`config.mk`:
```
export PLATFORM = sky130hd
export DESIGN_NAME = instruction_fetch_unit
export DESIGN_NICKNAME = d
export VERILOG_FILES = /design/src/rtl/instruction_fetch_unit.sv
export SDC_FILE = /design/constraint.sdc
export NUM_CORES = 1
export LEC_CHECK = 0
export ABC_CLOCK_PERIOD_IN_PS = 11450
export CAP_MARGIN = 25
export CORE_UTILIZATION = 52
export CTS_CLUSTER_SIZE = 25
export DETAILED_ROUTE_END_ITERATION = 16
export DONT_BUFFER_PORTS = 1
export HOLD_SLACK_MARGIN = 0.15
export PLACE_DENSITY = 0.64
export SLEW_MARGIN = 30
export SYNTH_ARGS = -nofsm -noshare
export SYNTH_HDL_FRONTEND = slang
export SYNTH_SLANG_ARGS = --single-unit
```
`constraint.sdc`:
```
create_clock -name clk -period 11.45 [get_ports clk]
set_clock_uncertainty 0.15 [all_clocks]
set_input_delay 2.29 -clock clk [delete_from_list [all_inputs] [get_ports clk]]
set_output_delay 2.29 -clock clk [all_outputs]
set_load 0.1 [all_outputs]
```
`src/rtl/instruction_fetch_unit.sv`:
```
// Instruction fetch unit: owns the PC, reads a combinational instruction memory,
// and buffers fetched words in a 2-entry FIFO toward decode, with redirect and fault handling.
module instruction_fetch_unit #(
   parameter logic [31:0] RESET_PC   = 32'h0000_0000,
   parameter int unsigned IMEM_WORDS = 1024
) (
   input  logic        clk,
   input  logic        rst,
   output logic [31:0] imem_addr,
   output logic        imem_en,
   input  logic [31:0] imem_rd,
   input  logic        redirect_valid,
   input  logic [31:0] redirect_pc,
   output logic        instr_valid,
   input  logic        instr_ready,
   output logic [31:0] instr,
   output logic [31:0] instr_pc,
   output logic        fault,
   output logic [31:0] fault_pc
);

   typedef enum logic {S_RUN, S_FAULT} state_t;

   typedef struct packed {
      logic [31:0] word;
      logic [31:0] pc;
   } entry_t;

   // One past the last legal byte address; 33 bits so the compare cannot overflow.
   localparam logic [32:0] PC_LIMIT = 33'(IMEM_WORDS) << 2;

   state_t      state_q, state_d;
   logic [31:0] pc_q, pc_d;
   logic [1:0]  count_q, count_d;
   logic [31:0] fault_pc_q, fault_pc_d;
   entry_t      fifo_q [2];
   entry_t      fifo_d [2];

   logic       pop;
   logic       push;
   logic       redirect_ok;
   logic       pc_in_range;
   logic [1:0] tail;

   // State register.
   always_ff @(posedge clk) begin
      if (rst) begin
         state_q    <= S_RUN;
         pc_q       <= RESET_PC;
         count_q    <= 2'd0;
         fault_pc_q <= 32'h0;
      end else begin
         state_q    <= state_d;
         pc_q       <= pc_d;
         count_q    <= count_d;
         fault_pc_q <= fault_pc_d;
      end
   end

   // NOTE: FIFO storage needs no reset; count_q alone decides which slots are meaningful.
   always_ff @(posedge clk) begin
      fifo_q <= fifo_d;
   end

   // Next-state logic: redirect outranks everything, then range fault, then push/pop.
   always_comb begin
      // NOTE: every variable gets a default first so no path can infer a latch.
      state_d    = state_q;
      pc_d       = pc_q;
      count_d    = count_q;
      fault_pc_d = fault_pc_q;
      fifo_d     = fifo_q;
      push       = 1'b0;
      tail       = 2'd0;

      pop         = (count_q != 2'd0) && instr_ready;
      redirect_ok = (redirect_pc[1:0] == 2'b00) && ({1'b0, redirect_pc} < PC_LIMIT);
      pc_in_range = ({1'b0, pc_q} < PC_LIMIT);

      if (redirect_valid) begin
         count_d = 2'd0;
         if (redirect_ok) begin
            pc_d    = redirect_pc;
            state_d = S_RUN;
         end else begin
            state_d    = S_FAULT;
            fault_pc_d = redirect_pc;
         end
      end else begin
         if (state_q == S_RUN) begin
            if (!pc_in_range) begin
               state_d    = S_FAULT;
               fault_pc_d = pc_q;
            end else if ((count_q < 2'd2) || pop) begin
               push = 1'b1;
               pc_d = pc_q + 32'd4;
            end
         end

         if (pop) begin
            fifo_d[0] = fifo_q[1];
         end
         tail = count_q - {1'b0, pop};
         if (push) begin
            if (tail == 2'd0) fifo_d[0] = '{word: imem_rd, pc: pc_q};
            else              fifo_d[1] = '{word: imem_rd, pc: pc_q};
         end
         count_d = count_q + {1'b0, push} - {1'b0, pop};
      end
   end

   // Outputs: everything reads zero during reset except the address, which shows RESET_PC.
   always_comb begin
      imem_en     = ~rst;
      imem_addr   = rst ? RESET_PC : pc_q;
      instr_valid = ~rst && (count_q != 2'd0);
      instr       = rst ? 32'h0 : fifo_q[0].word;
      instr_pc    = rst ? 32'h0 : fifo_q[0].pc;
      fault       = ~rst && (state_q == S_FAULT);
      fault_pc    = rst ? 32'h0 : fault_pc_q;
   end

endmodule

```
# Word-level counts from Yosys, hierarchy flattened
# Cells that the tools add are included.
dict set report totals {
  regBits 195
  in_bits 68
  out_inout_bits 131
  wordCells 61
}
dict set report op_classes {
  add_sub_neg 4
  magnitude_cmp 3
  n_eq_ne 4
  mux 25
  n_bitwise 3
  reduce_logical 14
}
# op count
set op_table {}
lappend op_table {{two-way mux 32 bit} 13}
lappend op_table {{two-way mux 64 bit} 3}
lappend op_table {{two-way mux 128 bit} 1}
lappend op_table {{< comparator 32 x 13 -> 1 bit, second input constant} 2}
lappend op_table {{adder 32 x 3 -> 32 bit, second input constant} 1}
lappend op_table {{two-way mux 1 bit} 8}
lappend op_table {{!= test 2 bit, second input constant} 3}
lappend op_table {{AND reduction 3 bit} 2}
lappend op_table {{nonzero test 2 bit} 3}
lappend op_table {{logical AND 1 bit} 4}
lappend op_table {{logical NOT 2 bit} 2}
lappend op_table {{AND reduction 4 bit} 1}
lappend op_table {{subtractor 2 x 1 -> 2 bit} 2}
lappend op_table {{NOT 1 bit} 3}
lappend op_table {{adder 2 x 1 -> 2 bit} 1}
lappend op_table {{< comparator 2 bit, second input constant} 1}
lappend op_table {{!= test 2 x 1 -> 1 bit, second input constant} 1}
lappend op_table {{OR reduction 2 bit} 1}
lappend op_table {{logical OR 1 bit} 1}

# Depth between registers and ports, before layout
# Gate-level depths: netlist of run 1.
dict set report depth {
  word_depth 9
  mapped_depth 11
  ltp_nobuf 11
}

# Worst setup path after synthesis of run 1
# No wires, ideal clock.
dict set report synth_timing {
  kind {input-to-reg}
  startpoint {input port redirect_valid}
  endpoint {register fifo_q[0] (netlist bit), enable pin}
  setup_time_ns 0.644
  t_arrival_ns 9.075
  t_required_ns 10.656
  slack_ns 1.581
  cell_stages 4
  n_path_buf 3
  path_cell_list {clkbuf_1 -> clkbuf_1 -> buf_1 -> nor4_1}
}
dict set report synth_via {
  elab_chain_cells 2
}
# item line_no
set synth_rtl {}
lappend synth_rtl {{start: declaration} 12} ;# input logic redirect_valid,
lappend synth_rtl {{NOT 1 bit (no source line)} -}
lappend synth_rtl {{AND reduction 3 bit (no source line)} -}
lappend synth_rtl {{end signal: assignment} 62} ;# fifo_q <= fifo_d;
lappend synth_rtl {{end: declaration} 36} ;# entry_t fifo_q [2];
# Every way passes these cells.
# A chain may end at the register's enable or synchronous reset.

# Final worst setup path of run 1
dict set report layout_timing {
  startpoint {input port rst}
  endpoint {output port imem_addr[5]}
}
dict set report layout_via {
  elab_chain_cells 1
}
# item line_no
set layout_rtl {}
lappend layout_rtl {{start: declaration} 8} ;# input logic rst,
lappend layout_rtl {{two-way mux 32 bit} 115} ;# imem_addr = rst ? RESET_PC : pc_q;
lappend layout_rtl {{end: declaration} 9} ;# output logic [31:0] imem_addr,
# Every way passes these cells.

==> results of run 1 <==
## routing by layer
layer | vias to the layer above | wire length (um)
met5 | - | 0
met2 | 204 | 10300
met3 | 24 | 1520
met4 | 0 | 366
met1 | 2809 | 8860
li1 | 2763 | -
## path summary, 6_finish.rpt
kind / cells after the start / from / endpoint
hold / removal: 0 / pc_q[22] / fifo_q[22]
setup reg to reg: 5 / pc_q[27] / fifo_q[3]
setup / recovery: 3 / rst / imem_addr[5]
hold reg to reg: 0 / pc_q[22] / fifo_q[22]
## per-stage QoR
step                std cells  setup slack [ns]
floorplan                 802              1.58
global placement          977              5.79
detailed placement        977              5.88
CTS                      1009              5.87
global route             1010              5.84
finish                   1010              5.72
## sequential cells by signal, summed over array words and instances (netlist names)
signal,count
state_q,1
count_q,2
fifo_q,128
pc_q,32
fault_pc_q,32
## cells in the final DEF, fill, tap and decap left out, types with 3 or more instances in the layout
cell type    n
nor2_1      37
clkinv_1     3
and2_1      19
ha_1         3
and3_1       4
clkbuf_16   18
edfxtp_1   128
a21oi_1     33
nand2_1    102
mux2i_1     71
nor2b_4    127
o21ai_0     50
nor4_1       7
clkinv_4     3
inv_1        5
buf_4        8
o41ai_1      4
dfxtp_1     67
nand4_1      3
nand3_1      7
a32o_1       4
mux2_4      30
nor3_1       8
nor4_2       4
## power by group through the flow
stage                     Combinational (uW)  Sequential, uW  Clock (uW)
after floorplan                          312             831           0
after global routing                     377             834         638
after CTS                                360             829         611
final                                    357             829         598
after detailed placement                 360             843           0
after global placement                   331             839           0
## cell type report
| cell class | count | share of cell area [%] |
|---|---|---|
| clock buffer | 21 | 4.39 |
| inverter | 7 | 0.256 |
| antenna | 1 | 0.0233 |
| timing repair buffer | 9 | 0.663 |
| tap | 220 | 2.56 |
| clock inverter | 11 | 1.15 |
| multi-input combinational | 546 | 42.8 |
| sequential | 195 | 48.2 |
## logic make-up after synthesis
kind of cell / after synthesis / share of synthesized area [%]
adders and majority gates: 3 / 0.413
muxes: 103 / 13.0
DFF: 195 / 57.1
buffers and inverters: 61 / 3.14
and+or+nand+nor: 331 / 19.3
AOI/OAI and AO/OA: 106 / 6.78
xor gates and xnor gates: 3 / 0.289
==> impl_metrics.csv, run 1 <==
group,metric,value,unit
cts,cts_resized,0,
power_and_ir_drop,finalPower,1780,uW
global_route,grtUsageTotal,24.2,%
routing,num_vias,5800,
min_path,min_path_type,"flop to flop",
sta,period_share,50.1,%
final_layout,ff_latch_area,5180,sq um
final_layout,final_cell_area,10800,sq um
cts,clkSlewWorstSetupHoldPaths,0.07,ns
routing,drt_iter0_drc,333,
yosys,synth.distinct_cells,46,
cts,cts.sinks,195,
final_layout,fillCellCount,1310,
global_route,use_met1,31.4,%
setup_path,arrival,3.29,ns
yosys,yosysWarnings,0,
sta,setup-violations-final,0,
setup_path,startpoint_type,"input port",
global_route,globalRouteMet3Util,6.69,%
yosys,netlist_area,9080,sq um
final_layout,syn2layout_area_growth,18.4,%
power_and_ir_drop,p_sw,545,uW
sta,tns,0,ns
die,core,16800,sq um
cts,tritoncts,"built",
place,dpl_cell_area,10200,sq um
global_route,grt.busiest_layer,"met2",
routing,drc,0,
yosys,synth_area_leaders,"edfxtp_1 (42%), dfxtp_1 (15%), nor2b_1 (8.8%)",
yosys,synth.net_count,873,
die,die_area,18000,sq um
final_layout,drive_gt1_share,26.4,%
sta,drv_slew,0,
yosys,async_flop_share,0,%
routing,first_pass_iters,5,
global_route,grt_pass1_vias,5875,
yosys,avgSynthCellArea,11.3,sq um
power_and_ir_drop,seq_power_share,46.4,%
cts,cts_setup_buffers,0,
setup_path,cp_top_family,"buffers and inverters",
final_layout,multi_input_area,4600,sq um
power_and_ir_drop,clkPwrFrac,33.5,%
sta,fin_hold_ws,0.377,ns
sta,fmax,0.174,GHz
setup_path,rrSetupSlack,8.81,ns
routing,wirelength,21000,um
die,start_util,54.0,%
cts,clkLatencyLatePin,0.42,ns
sta,tightest_slew,0.878,ns
power_and_ir_drop,internal_power,1240,uW
power_and_ir_drop,peakVddDrop,104,uV
setup_path,slowest_stage,"inv_1",
cts,clock-root-buffer,"clkbuf_16",
yosys,ys.flop_type,"edfxtp_1",
flow_run,cap_violations,0,
global_route,grt_start_max_net_pins,173,
power_and_ir_drop,p_leak,0.00415,uW
yosys,synth_area_leader_cell,"edfxtp_1",
die,ios,199,
sta,relSlewSlack,41.4,%
cts,clock_path_buffers,2,
setup_path,worstPathRequired,9.01,ns
yosys,synth_top_cell_area_share,42.3,%
global_route,antenna_found_initial,1,
routing,drtAntennaViolNets,0,
power_and_ir_drop,switching_share,30.5,%
cts,cts_buffers,17,
setup_path,crit_type,"input port to primary output",
cts,hold_buffers,0,
yosys,synth_commonest_cells,"edfxtp_1 (128), nor2b_1 (128), nand2_1 (102)",
routing,vias_per_cell,5.74,
yosys,synth_edf_count,128,
global_route,overflow,0,
sta,min_period,5.73,ns
power_and_ir_drop,pwr-share-comb,20.0,%
routing,wl_per_cell,20.8,um
place,numPortBuffers,0,
yosys,netlist_instances,802,
setup_path,max_stage_delay,0.65,ns
sta,rsz0062_at_grt,"no",
final_layout,final_util,64.0,%
place,dp_hpwl,13800,um
cts,cts-htree-levels,4,
sta,hold_viol,0,
setup_path,worstPathMaxFanout,172,
setup_path,worst-path-buf-inv,2,
die,die_y,134,um
yosys,seq_area_frac_synth,57.1,%
global_route,grt_pass1_wl,33300,um
die,rows,47,
final_layout,nets,847,
place,gp_congestion,0.774,
setup_path,path_cells,"clkinv_1 -> nand2_1 -> inv_1",
power_and_ir_drop,power.density,166,nW/um^2
setup_path,endpoint_kind,"primary output",
outcome,status,"completed",
yosys,ys_ff_latch,195,
die,fp.dieW,134,um
global_route,met2_usage,39.1,%
(Power assumes the default switching activity.)
==> run 2, diff against run 1 <==
- ABC_CLOCK_PERIOD_IN_PS: 11450 -> 5200
- PLACE_DENSITY: 0.64 -> 0.67
- clock period: 11.45 -> 5.2 ns (I/O delays scaled with it)
==> impl_metrics.csv, run 2 (same netlist as run 1, synthesis figures left out) <==
group,metric,value,unit
routing,wirelength,20400,um
setup_path,crit_type,"input port to primary output",
cts,hold_buffers,0,
power_and_ir_drop,peakVddDrop,242,uV
power_and_ir_drop,finalPower,3870,uW
routing,vias_per_cell,5.70,
sta,relSlewSlack,38.9,%
final_layout,fillCellCount,1252,
global_route,grtUsageTotal,23.0,%
routing,drtAntennaViolNets,0,
sta,rsz0062_at_grt,"no",
setup_path,arrival,2.04,ns
cts,cts.sinks,195,
sta,setup-violations-final,0,
final_layout,largest_register_ff_count,128,
sta,period_share,62.2,%
setup_path,startpoint_type,"input port",
cts,tritoncts,"built",
sta,fmax,0.309,GHz
die,ios,199,
sta,min_period,3.23,ns
place,dp_hpwl,13500,um
final_layout,nets,848,
routing,wl_per_cell,20.2,um
cts,clkSlewWorstSetupHoldPaths,0.07,ns
cts,cts_buffers,17,
cts,cts-htree-levels,4,
die,core,16800,sq um
cts,cts_setup_buffers,0,
min_path,min_path_type,"flop to flop",
global_route,antenna_found_initial,0,
place,gp_congestion,0.754,
setup_path,endpoint_kind,"primary output",
cts,clkLatencyLatePin,0.43,ns
sta,hold_viol,0,
place,numPortBuffers,0,
die,fp.dieW,134,um
die,die_area,18000,sq um
cts,clock-root-buffer,"clkbuf_16",
die,start_util,54.0,%
power_and_ir_drop,p_leak,0.00416,uW
final_layout,syn2layout_area_growth,18.3,%
global_route,overflow,0,
die,rows,47,
power_and_ir_drop,power.density,360,nW/um^2
die,die_y,134,um
routing,drc,0,
cts,clock_path_buffers,2,
outcome,status,"completed",
global_route,grt_pass1_vias,5699,
global_route,grt_pass1_wl,31700,um
sta,tns,0,ns
setup_path,worstPathMaxFanout,172,
final_layout,most-common-layout-cells,"edfxtp_1 (128), nor2b_4 (126), nand2_1 (102)",
routing,num_vias,5762,
routing,first_pass_iters,5,
final_layout,top_regs,"fifo_q (128), fault_pc_q (32), pc_q (32)",
final_layout,drive_gt1_share,27.1,%
flow_run,cap_violations,0,
sta,tightest_slew,0.911,ns
global_route,grt_start_max_net_pins,173,
setup_path,worstPathRequired,4.01,ns
sta,drv_slew,0,
routing,drt_iter0_drc,350,
final_layout,final_common_cell,"edfxtp_1",
final_layout,top_register,"fifo_q",
cts,cts_resized,0,
-- run 2: cell count changes in the layout (fill, tap and decap cells not counted), sizes merged --
cell / delta
inv: +6
bufinv: -2
clkinv: -2
clkbuf: -1
clkinvlp: -1
buf: +1
-- run 2: final cells by class --
| type | instances | area [sq um] | area share (%) |
|---|---|---|---|
| clock inverters | 12 | 90.1 | 0.838 |
| flip-flops and latches | 195 | 5180 | 48.2 |
| multi-input cells | 546 | 4610 | 42.9 |
| clock buffers | 20 | 478 | 4.45 |
| well taps | 220 | 275 | 2.56 |
| repair buffers | 10 | 82.6 | 0.768 |
| diodes | 1 | 2.50 | 0.0233 |
| inverters | 7 | 28.8 | 0.268 |
-- run 2: metrics by stage --
step	hold slack [ns]	setup slack, ns	util (%)	instance area, sq um	cells
2_1_floorplan	0.256	0.755	-	9100	802
3_3_place_gp	0.346	1.98	56.6	9520	977
3_5_place_dp	0.365	1.89	60.4	10200	977
4_1_cts	0.377	1.88	63.8	10700	1009
5_1_grt	0.384	2.01	63.9	10700	1010
6_report	0.374	1.97	63.9	10800	1011
-- run 2: worst max-delay path, cell delays in order --
cell	delay (ns)
clkinv_1	0.12
nand2_1	0.08
inv_1	0.67
-- run 2: worst paths after layout --
path | from | endpoint | slack [ns] | cells after the start
hold / removal | pc_q[15] | fifo_q[15] | 0.37 | 0
hold reg to reg | pc_q[15] | fifo_q[15] | 0.37 | 0
setup reg to reg | pc_q[27] | fifo_q[57] | 2.36 | 5
setup / recovery | rst | imem_addr[5] | 1.97 | 3
-- run 2: layer usage --
metal	GRT usage [%]	up-vias	share of wire (%)
met1	29.3	2779	43
met4	7.87	0	1.5
met5	0	-	0
li1	-	2767	-
met2	37.9	196	48
met3	6.42	20	7.2
-- run 2: report_power, final --
part           switching [uW]  internal, uW  total (uW)
clock network             590           675        1270
logic                     572           211         783
registers                58.1          1770        1820
total                    1220          2650        3870
==> run 3, diff against run 2 <==
- ABC_CLOCK_PERIOD_IN_PS: 5200 -> 2700
- clock period: 5.2 -> 2.7 ns (I/O delays scaled with it)
==> impl_metrics.csv, run 3 (same netlist as run 1, synthesis figures left out) <==
group,metric,value,unit
cts,clock_path_buffers,2,
setup_path,reg2reg_from,"pc_q[27]",
sta,relSlewSlack,56.7,%
die,die_y,134,um
final_layout,final_cell_area,11500,sq um
final_layout,nets,964,
setup_path,rrSetupSlack,0.20,ns
routing,vias_per_cell,5.58,
cts,cts.sinks,195,
cts,cts_setup_buffers,0,
place,dp_worst_setup_slack,0.118,ns
power_and_ir_drop,peakVddDrop,448,uV
place,dpl_cell_area,10500,sq um
die,core,16800,sq um
sta,setup_slack,0.203,ns
flow_run,cap_violations,0,
global_route,grt_pass1_vias,6332,
die,start_util,54.0,%
sta,fin_hold_ws,0.164,ns
sta,tightest_slew,0.649,ns
die,die_area,18000,sq um
setup_path,crit_type,"flop to flop",
sta,rsz0062_at_grt,"no",
cts,cts_buffers,17,
power_and_ir_drop,power.density,666,nW/um^2
sta,fmax,0.401,GHz
routing,wl_per_cell,19.1,um
cts,tritoncts,"built",
setup_path,endpoint_kind,"flop",
routing,drt_iter0_drc,455,
routing,wirelength,21500,um
final_layout,final_util,68.3,%
routing,num_vias,6294,
final_layout,largest_register_ff_count,128,
final_layout,fillCellCount,1234,
power_and_ir_drop,p_leak,0.00469,uW
cts,cts-htree-levels,4,
sta,hold_viol,0,
sta,drv_slew,0,
final_layout,top_register,"fifo_q",
final_layout,syn2layout_area_growth,26.5,%
die,ios,199,
global_route,grtUsageTotal,24.0,%
min_path,hold-path-cell-count,2,
place,numPortBuffers,0,
place,gp_congestion,0.747,
die,fp.dieW,134,um
cts,clkLatencyLatePin,0.42,ns
setup_path,startpoint_type,"flop",
final_layout,most-common-layout-cells,"edfxtp_1 (128), nand2_1 (102), buf_4 (87)",
final_layout,final_common_cell,"edfxtp_1",
setup_path,rr_endpoint,"count_q[1]",
routing,drc,0,
cts,clkSlewWorstSetupHoldPaths,0.07,ns
sta,tns,0,ns
setup_path,arrival,2.64,ns
min_path,min_from,"imem_rd[7]",
cts,clock-root-buffer,"clkbuf_16",
global_route,grt_pass1_wl,33400,um
routing,drtAntennaViolNets,0,
min_path,min_to,"fifo_q[103]",
final_layout,top_regs,"fifo_q (128), fault_pc_q (32), pc_q (32)",
global_route,antenna_found_initial,1,
sta,setup-violations-final,0,
sta,period_share,92.5,%
min_path,min_path_type,"input port to flop",
sta,min_period,2.50,ns
setup_path,rr_worst_depth,11,
global_route,overflow,0,
die,rows,47,
place,dp_hpwl,13700,um
global_route,grt_start_max_net_pins,167,
outcome,status,"completed",
routing,first_pass_iters,5,
setup_path,worstPathRequired,2.85,ns
final_layout,drive_gt1_share,32.7,%
setup_path,worstPathMaxFanout,5,
[run 3: changes by cell type in the layout (fill, tap and decap cells not counted), moves of 4 or more]
cell           previous run  this run
buf_4                     8        87
nor2b_2                   1        65
nor2b_4                 126        62
dlygate4sd3_1             0        35
inv_6                     7         2
buf_12                    0         4
[run 3: critical path, cell delays in order (launching register included)]
cell     delay [ns]
dfxtp_2        0.35
nor4_4         0.33
nand3_2        0.19
or2_4          0.30
nor2_1         0.13
nand2_1        0.07
ha_1           0.26
inv_1          0.06
ha_1           0.14
xor2_1         0.19
xnor2_1        0.14
nor3_1         0.06
[run 3: metrics by stage]
| step | std cells | total power, uW |
|---|---|---|
| final | 1127 | 7650 |
| after global routing | 1127 | 7920 |
| after CTS | 1125 | 7690 |
| after detailed placement | 1059 | 5120 |
| after global placement | 1059 | 5080 |
| after floorplan | 802 | 4980 |
[run 3: worst max-delay path by stage]
| stage | to | slack, ns | start | cells past startpoint |
|---|---|---|---|---|
| detailed placement | count_q[1] | 0.12 | pc_q[27] | 11 |
| finish | count_q[1] | 0.20 | pc_q[27] | 11 |
| CTS | count_q[1] | 0.09 | pc_q[27] | 11 |
| floorplan | fifo_q[0] | -1.07 | pc_q[27] | 4 |
| global route | count_q[1] | 0.06 | pc_q[27] | 11 |
| global placement | count_q[1] | 0.19 | pc_q[27] | 11 |
[run 3: area by class of cell]
class / instances / area [sq um] / area share, %
diodes: 1 / 2.50 / 0.0218
clock buffers: 22 / 518 / 4.51
clock inverters: 10 / 91.3 / 0.795
inverters: 7 / 32.5 / 0.283
multi-input cells: 546 / 4300 / 37.4
flip-flops and latches: 195 / 5190 / 45.2
well taps: 220 / 275 / 2.40
repair buffers: 126 / 1080 / 9.43
[run 3: timing repair]
action	in CTS	in global routing
hold buffers	34	1
setup endpoints to repair	0	1
hold endpoints to repair	52	1
resized for setup	0	2
[run 3: power by group]
| part | total [uW] | switching [uW] | internal, uW |
|---|---|---|---|
| Combinational | 1590 | 1130 | 461 |
| Sequential | 3500 | 98.2 | 3400 |
| Clock | 2560 | 1090 | 1470 |
[run 3: routing by layer]
metal / global-route usage [%] / vias to the layer above / share of wire, %
li1: - / 3004 / -
met1: 30.1 / 3034 / 42
met2: 39.6 / 228 / 49
met3: 7.11 / 28 / 7.9
met4: 8.24 / 0 / 2.0
met5: 0 / - / 0
